File: src/rtl/panel_load_sequencer_pkg.sv
// Shared types for the front-panel image loader: sequencer states, the 12-bit
// PDP-8 word type and the saturating word counter helper.
package panel_load_sequencer_pkg;

   typedef logic [11:0] word;

   typedef enum logic [3:0] {
      ACCEPT,
      ADDR_SETUP,
      ADDR_PRESS,
      ADDR_RELEASE,
      DATA_SETUP,
      DATA_PRESS,
      DATA_RELEASE,
      PC_SETUP,
      PC_PRESS,
      PC_RELEASE,
      RUN_ARM,
      RUN_WAIT_HI,
      RUN_WAIT_LO,
      DONE
   } seqState_t;

   localparam word         DEFAULT_START_PC = 12'o0200;
   localparam logic [12:0] MAX_WORD_COUNT   = 13'd4096;
   localparam logic [12:0] RUN_SWITCH       = 13'h1000;

   // The count stops at a full 4K image; extra words still deposit but are not counted.
   function automatic logic [12:0] satIncrement(input logic [12:0] count);
      return (count == MAX_WORD_COUNT) ? count : count + 13'd1;
   endfunction

endpackage

File: src/rtl/panel_load_sequencer_panel_phase_timer.sv
// Down-counter that times one front-panel phase; reloads on every state entry
// and flags the last cycle of the phase.
module panel_phase_timer #(
   parameter int HOLD_CYCLES = 10
)(
   input  logic clock,
   input  logic reset,
   input  logic i_load,
   output logic o_expired
);

   localparam int            CW     = $clog2(HOLD_CYCLES + 1);
   localparam logic [CW-1:0] RELOAD = CW'(HOLD_CYCLES - 1);

   logic [CW-1:0] r_count;

   always_ff @(posedge clock) begin
      if (reset) begin
         r_count <= RELOAD;
      end else if (i_load) begin
         r_count <= RELOAD;
      end else if (r_count != '0) begin
         r_count <= r_count - CW'(1);
      end
   end

   assign o_expired = (r_count == '0);

endmodule

File: src/rtl/panel_load_sequencer.sv
// Drives the PDP-8 front panel switches and buttons to deposit an image word by
// word, loads the start PC, raises RUN and reports when the program halts.
module panel_load_sequencer
   import panel_load_sequencer_pkg::*;
#(
   parameter int  HOLD_CYCLES = 10,
   parameter word START_PC    = DEFAULT_START_PC
)(
   input  logic        clock,
   input  logic        reset,
   input  logic        word_valid,
   output logic        word_ready,
   input  logic [11:0] word_addr,
   input  logic [11:0] word_data,
   input  logic        word_last,
   output logic [12:0] sw,
   output logic        load_pc_btn,
   output logic        deposit_btn,
   input  logic        run_led,
   output logic        busy,
   output logic        done,
   output logic [12:0] word_count
);

   seqState_t   r_state;
   seqState_t   w_nextState;
   word         r_addr;
   word         r_data;
   logic        r_last;
   logic        r_live;
   logic [12:0] r_wordCount;
   logic        w_handshake;
   logic        w_expired;
   logic        w_timerLoad;

   // r_live keeps word_ready low for the cycle in which reset is still being sampled.
   assign w_handshake = word_valid && r_live && (r_state == ACCEPT);
   assign w_timerLoad = (w_nextState != r_state);

   panel_phase_timer #(
      .HOLD_CYCLES (HOLD_CYCLES)
   ) u_phaseTimer (
      .clock     (clock),
      .reset     (reset),
      .i_load    (w_timerLoad),
      .o_expired (w_expired)
   );

   always_ff @(posedge clock) begin
      if (reset) begin
         r_state     <= ACCEPT;
         r_addr      <= '0;
         r_data      <= '0;
         r_last      <= 1'b0;
         r_live      <= 1'b0;
         r_wordCount <= '0;
      end else begin
         r_state <= w_nextState;
         r_live  <= 1'b1;
         if (w_handshake) begin
            r_addr <= word_addr;
            r_data <= word_data;
            r_last <= word_last;
         end
         if (r_state == DATA_RELEASE && w_expired) begin
            r_wordCount <= satIncrement(r_wordCount);
         end
      end
   end

   // Each button is only pressed while its switch value has been stable for a full phase.
   always_comb begin
      w_nextState = r_state;
      sw          = '0;
      load_pc_btn = 1'b0;
      deposit_btn = 1'b0;
      word_ready  = 1'b0;
      done        = 1'b0;
      case (r_state)
         ACCEPT: begin
            word_ready = r_live;
            if (w_handshake) w_nextState = ADDR_SETUP;
         end
         ADDR_SETUP: begin
            sw = {1'b0, r_addr};
            if (w_expired) w_nextState = ADDR_PRESS;
         end
         ADDR_PRESS: begin
            sw          = {1'b0, r_addr};
            load_pc_btn = 1'b1;
            if (w_expired) w_nextState = ADDR_RELEASE;
         end
         ADDR_RELEASE: begin
            sw = {1'b0, r_addr};
            if (w_expired) w_nextState = DATA_SETUP;
         end
         DATA_SETUP: begin
            sw = {1'b0, r_data};
            if (w_expired) w_nextState = DATA_PRESS;
         end
         DATA_PRESS: begin
            sw          = {1'b0, r_data};
            deposit_btn = 1'b1;
            if (w_expired) w_nextState = DATA_RELEASE;
         end
         DATA_RELEASE: begin
            sw = {1'b0, r_data};
            if (w_expired) w_nextState = r_last ? PC_SETUP : ACCEPT;
         end
         PC_SETUP: begin
            sw = {1'b0, START_PC};
            if (w_expired) w_nextState = PC_PRESS;
         end
         PC_PRESS: begin
            sw          = {1'b0, START_PC};
            load_pc_btn = 1'b1;
            if (w_expired) w_nextState = PC_RELEASE;
         end
         PC_RELEASE: begin
            sw = {1'b0, START_PC};
            if (w_expired) w_nextState = RUN_ARM;
         end
         RUN_ARM: begin
            sw = RUN_SWITCH;
            if (w_expired) w_nextState = RUN_WAIT_HI;
         end
         RUN_WAIT_HI: begin
            sw = RUN_SWITCH;
            if (run_led) w_nextState = RUN_WAIT_LO;
         end
         RUN_WAIT_LO: begin
            sw = RUN_SWITCH;
            if (!run_led) w_nextState = DONE;
         end
         DONE: begin
            done = 1'b1;
         end
         default: begin
            w_nextState = ACCEPT;
         end
      endcase
   end

   assign busy       = !(((r_state == ACCEPT) && (r_wordCount == '0)) || (r_state == DONE));
   assign word_count = r_wordCount;

endmodule

File: config.mk
export PLATFORM = sky130hd
export DESIGN_NAME = panel_load_sequencer
export DESIGN_NICKNAME = d
export VERILOG_FILES = /design/src/rtl/panel_load_sequencer_pkg.sv /design/src/rtl/panel_load_sequencer_panel_phase_timer.sv /design/src/rtl/panel_load_sequencer.sv
export SDC_FILE = /design/constraint.sdc
export NUM_CORES = 1
export LEC_CHECK = 0
export CAP_MARGIN = 20
export CORE_MARGIN = 2
export CORE_UTILIZATION = 31
export DETAILED_ROUTE_END_ITERATION = 6
export PLACE_DENSITY_LB_ADDON = 0.05
export SLEW_MARGIN = 5
export SYNTH_ARGS = -nofsm -noshare
export SYNTH_HDL_FRONTEND = slang
export SYNTH_SLANG_ARGS = --single-unit
File: constraint.sdc
create_clock -name clock -period 4.6 [get_ports clock]
set_input_delay 0.69 -clock clock [delete_from_list [all_inputs] [get_ports clock]]
set_output_delay 0.69 -clock clock [all_outputs]
set_load 0.01 [all_outputs]
==> flow_summary.yaml <==
floorplan:
  start_util: 0.319
  die_area_um2: 8120
  die_height_um: 90.1
  core_um2: 7210
  die-width_um: 90.1
  io_pins: 60
  fp-row-count: 31
logic_synthesis:
  ys_seq_area_frac: 0.409
  synthFlopType: "dfxtp_1"
  yosysWarnings: 0
  synthArstFlopShare: 0
  ys_types: 49
  synth-edff-count: 0
  synth_area_um2: 2300
  netlist_instances: 289
  ys_seq_elements: 47
  syn_avg_cell_area_um2: 7.96
  syn-num-nets: 321
detailed_routing:
  dr.pass1.iters: 4
  drc_errors: 0
  dr.first_iter.drc_count: 98
  via_per_inst: 4.89
  routedWlPerCell_um: 13.5
  ant_nets: 0
  wirelength_mm: 5.87
  via_count: 2134
worst_setup_path:
  crit_buf_inv: 1
  cpMaxStageDelayCell: "a21oi_1"
  cp-start-kind: "register"
  required_ns: 3.91
  r2r_cells: 5
  regToRegEndpoint: "u_phaseTimer.r_count[0]$_SDFFE_PP1N_"
  cp_max_fo: 16
  crit_chain: "nand2b_1, a21oi_1, a22o_1, clkdlybuf4s50_1"
  cp_top_family: "compound AO/OA/AOI/OAI gates"
  critPathKind: "register to output pin"
  r2r_slack_ns: 1.96
  critPathArrivalTime_ns: 2.71
  worstReg2RegStart: "r_state[0]$_SDFF_PP0_"
  slowest_delay_ns: 0.78
  end_kind: "output pin"
clock_network:
  root_buffer: "clkbuf_8"
  clkTransAtPathRegs_ns: 0.08
  clk_latency_ns: 0.30
  post_cts_buffers: 0
  cts_buffers: 5
  htreeDepth: 2
  cts_tree: "done"
  cts_buffer_depth: 2
  cts_resized: 0
  cts_num_sinks: 47
  hold_buffers: 0
hold_path:
  whs_path_depth: 2
  hold_class: "register to register"
  min_to: "r_data[8]$_SDFFE_PP0P_"
  hold_start: "r_data[8]$_SDFFE_PP0P_"
outcome:
  status: "finished clean"
sta:
  hold_viol: 0
  fin_crit_sh: 0.740
  finalSetupViolCount: 0
  slew-limit-headroom: 0.361
  rsz0062_at_grt: "false"
  finalCriticalPeriod_ns: 3.40
  drv_slew: 0
  max_freq_ghz: 0.294
  fin_skew_ns: 0.00832
  setup_tns_ns: 0
  worst_slew_pin_slew_ns: 0.959
placement:
  hpwl_mm: 3.98
  routabilityCongestion: 0.744
  dpl.cell_count: 429
  io_buffer_count: 59
grt:
  grt_usage: 0.146
  antenna_found_initial: 0
  overflow: 0
  grt_first_pass_wirelength_mm: 9.74
  grt_max_degree: 44
  grt_pass1_vias: 1996
final_layout:
  area.growth.synth_to_final_pct: 32.1
  antenna_cells: 0
  nets: 369
  fin_cells: 436
  fillCellCount: 771
  drive_above_1_share: 0.0504
power_and_ir_drop:
  cellPowerDensity_nw_per_um2: 302
  p_leak_nw: 1.08
  ir_drop_mv: 0.108
run:
  cap_violations: 0
==> routing by layer <==
layer  vias to the layer above  track usage  share of wire
met5                         -            0              0
met4                         0       0.0423         0.0089
met3                         4       0.0419          0.060
met2                        52        0.237           0.46
met1                       980        0.189           0.47
li1                       1098            -              -
==> worst reg2reg max path: cells and delay by family, from the launching register on <==
family / cells / cell delay [ns]
compound gates: 2 / 0.69
flops: 1 / 0.75
simple gates: 3 / 1.08
==> cell families after synthesis <==
group,Yosys count,synth area share
buffers and inverters,28,0.0539
adders and majority gates,3,0.0163
AOI/OAI and AO/OA,68,0.200
and+or+nand+nor,129,0.266
DFF,47,0.409
muxes,2,0.00925
xor gates and xnor gates,12,0.0457
==> registers in the layout, summed over array words and instances, names as in the netlist <==
name and count:
r_state 4, u_phaseTimer.r_count 4, r_addr 12, r_live 1
r_data 12, word_count 13, r_last 1
==> how the worst max path moves through the flow <==
stage	endpoint	depth (start not counted)	slack [ns]	from
floorplan	busy	6	2.40	word_count[0]$_SDFFE_PP0P_
global route	sw[5]	4	1.01	r_state[2]$_SDFF_PP0_
global placement	sw[8]	4	1.63	r_state[2]$_SDFF_PP0_
finish	sw[5]	4	1.20	r_state[2]$_SDFF_PP0_
detailed placement	sw[5]	4	1.57	r_state[2]$_SDFF_PP0_
CTS	sw[5]	4	1.18	r_state[2]$_SDFF_PP0_
==> cell type report <==
| cell class | instances | area [um2] | share of cell area |
|---|---|---|---|
| timing repair buffer | 61 | 606 | 0.199 |
| multi-input combinational | 214 | 1230 | 0.407 |
| inverter | 8 | 30.0 | 0.00988 |
| sequential | 47 | 941 | 0.310 |
| clock buffer | 6 | 72.6 | 0.0239 |
| tap | 99 | 124 | 0.0408 |
| clock inverter | 1 | 30.0 | 0.00988 |
==> cell usage in the layout (no fill, tap or decap), drive strengths merged, types with 3 or more instances in the layout <==
cell type,n
nor2,27
nand3,7
or3,3
o22ai,3
and2,3
ha,3
clkdlybuf4s50,59
a21oi,34
xor2,9
nand2b,4
nand4,3
inv,7
nand2,63
nor3,5
dfxtp,47
xnor2,3
a22o,11
clkbuf,6
and4,4
==> cell usage after synthesis (2+ instances only) <==
library cell  count  area, um2
a21o_1            2       15.0
a21oi_1          34        170
a221oi_1          2       17.5
a22o_1           11       96.3
and2_1            3       18.8
and3_1            2       12.5
and4_1            4       35.0
buf_2             6       30.0
buf_4             3       22.5
clkbuf_1         10       37.5
dfxtp_1          47        941
ha_1              3       37.5
inv_1             7       26.3
nand2_1          61        229
nand2_2           2       12.5
nand2b_1          4       25.0
nand3_1           7       35.0
nand4_1           2       12.5
nor2_1           27        101
nor2b_1           2       12.5
nor3_1            5       25.0
nor4_1            2       12.5
o21ai_0           2       10.0
o21bai_1          2       15.0
o22ai_1           3       18.8
or3_1             3       18.8
xnor2_1           3       26.3
xor2_1            9       78.8
==> stage by stage <==
stage | utilization | hold slack, ns | area, um2 | power [W] | worst slack (ns)
2_1_floorplan | - | 0.436 | 2300 | 0.000570 | 2.40
3_3_place_gp | 0.407 | 0.445 | 2940 | 0.000631 | 1.63
3_5_place_dp | 0.407 | 0.448 | 2940 | 0.000631 | 1.57
4_1_cts | 0.421 | 0.459 | 3040 | 0.000933 | 1.18
5_1_grt | 0.421 | 0.474 | 3040 | 0.000971 | 1.01
6_report | 0.421 | 0.458 | 3040 | 0.000916 | 1.20
==> report_power, final <==
group	leakage [nW]	switching, W	internal [W]
sequential	0.382	0.0000277	0.000431
clock	0.0513	0.000136	0.000159
combinational	0.642	0.0000781	0.0000832
Power figures use the tool's default switching activity.
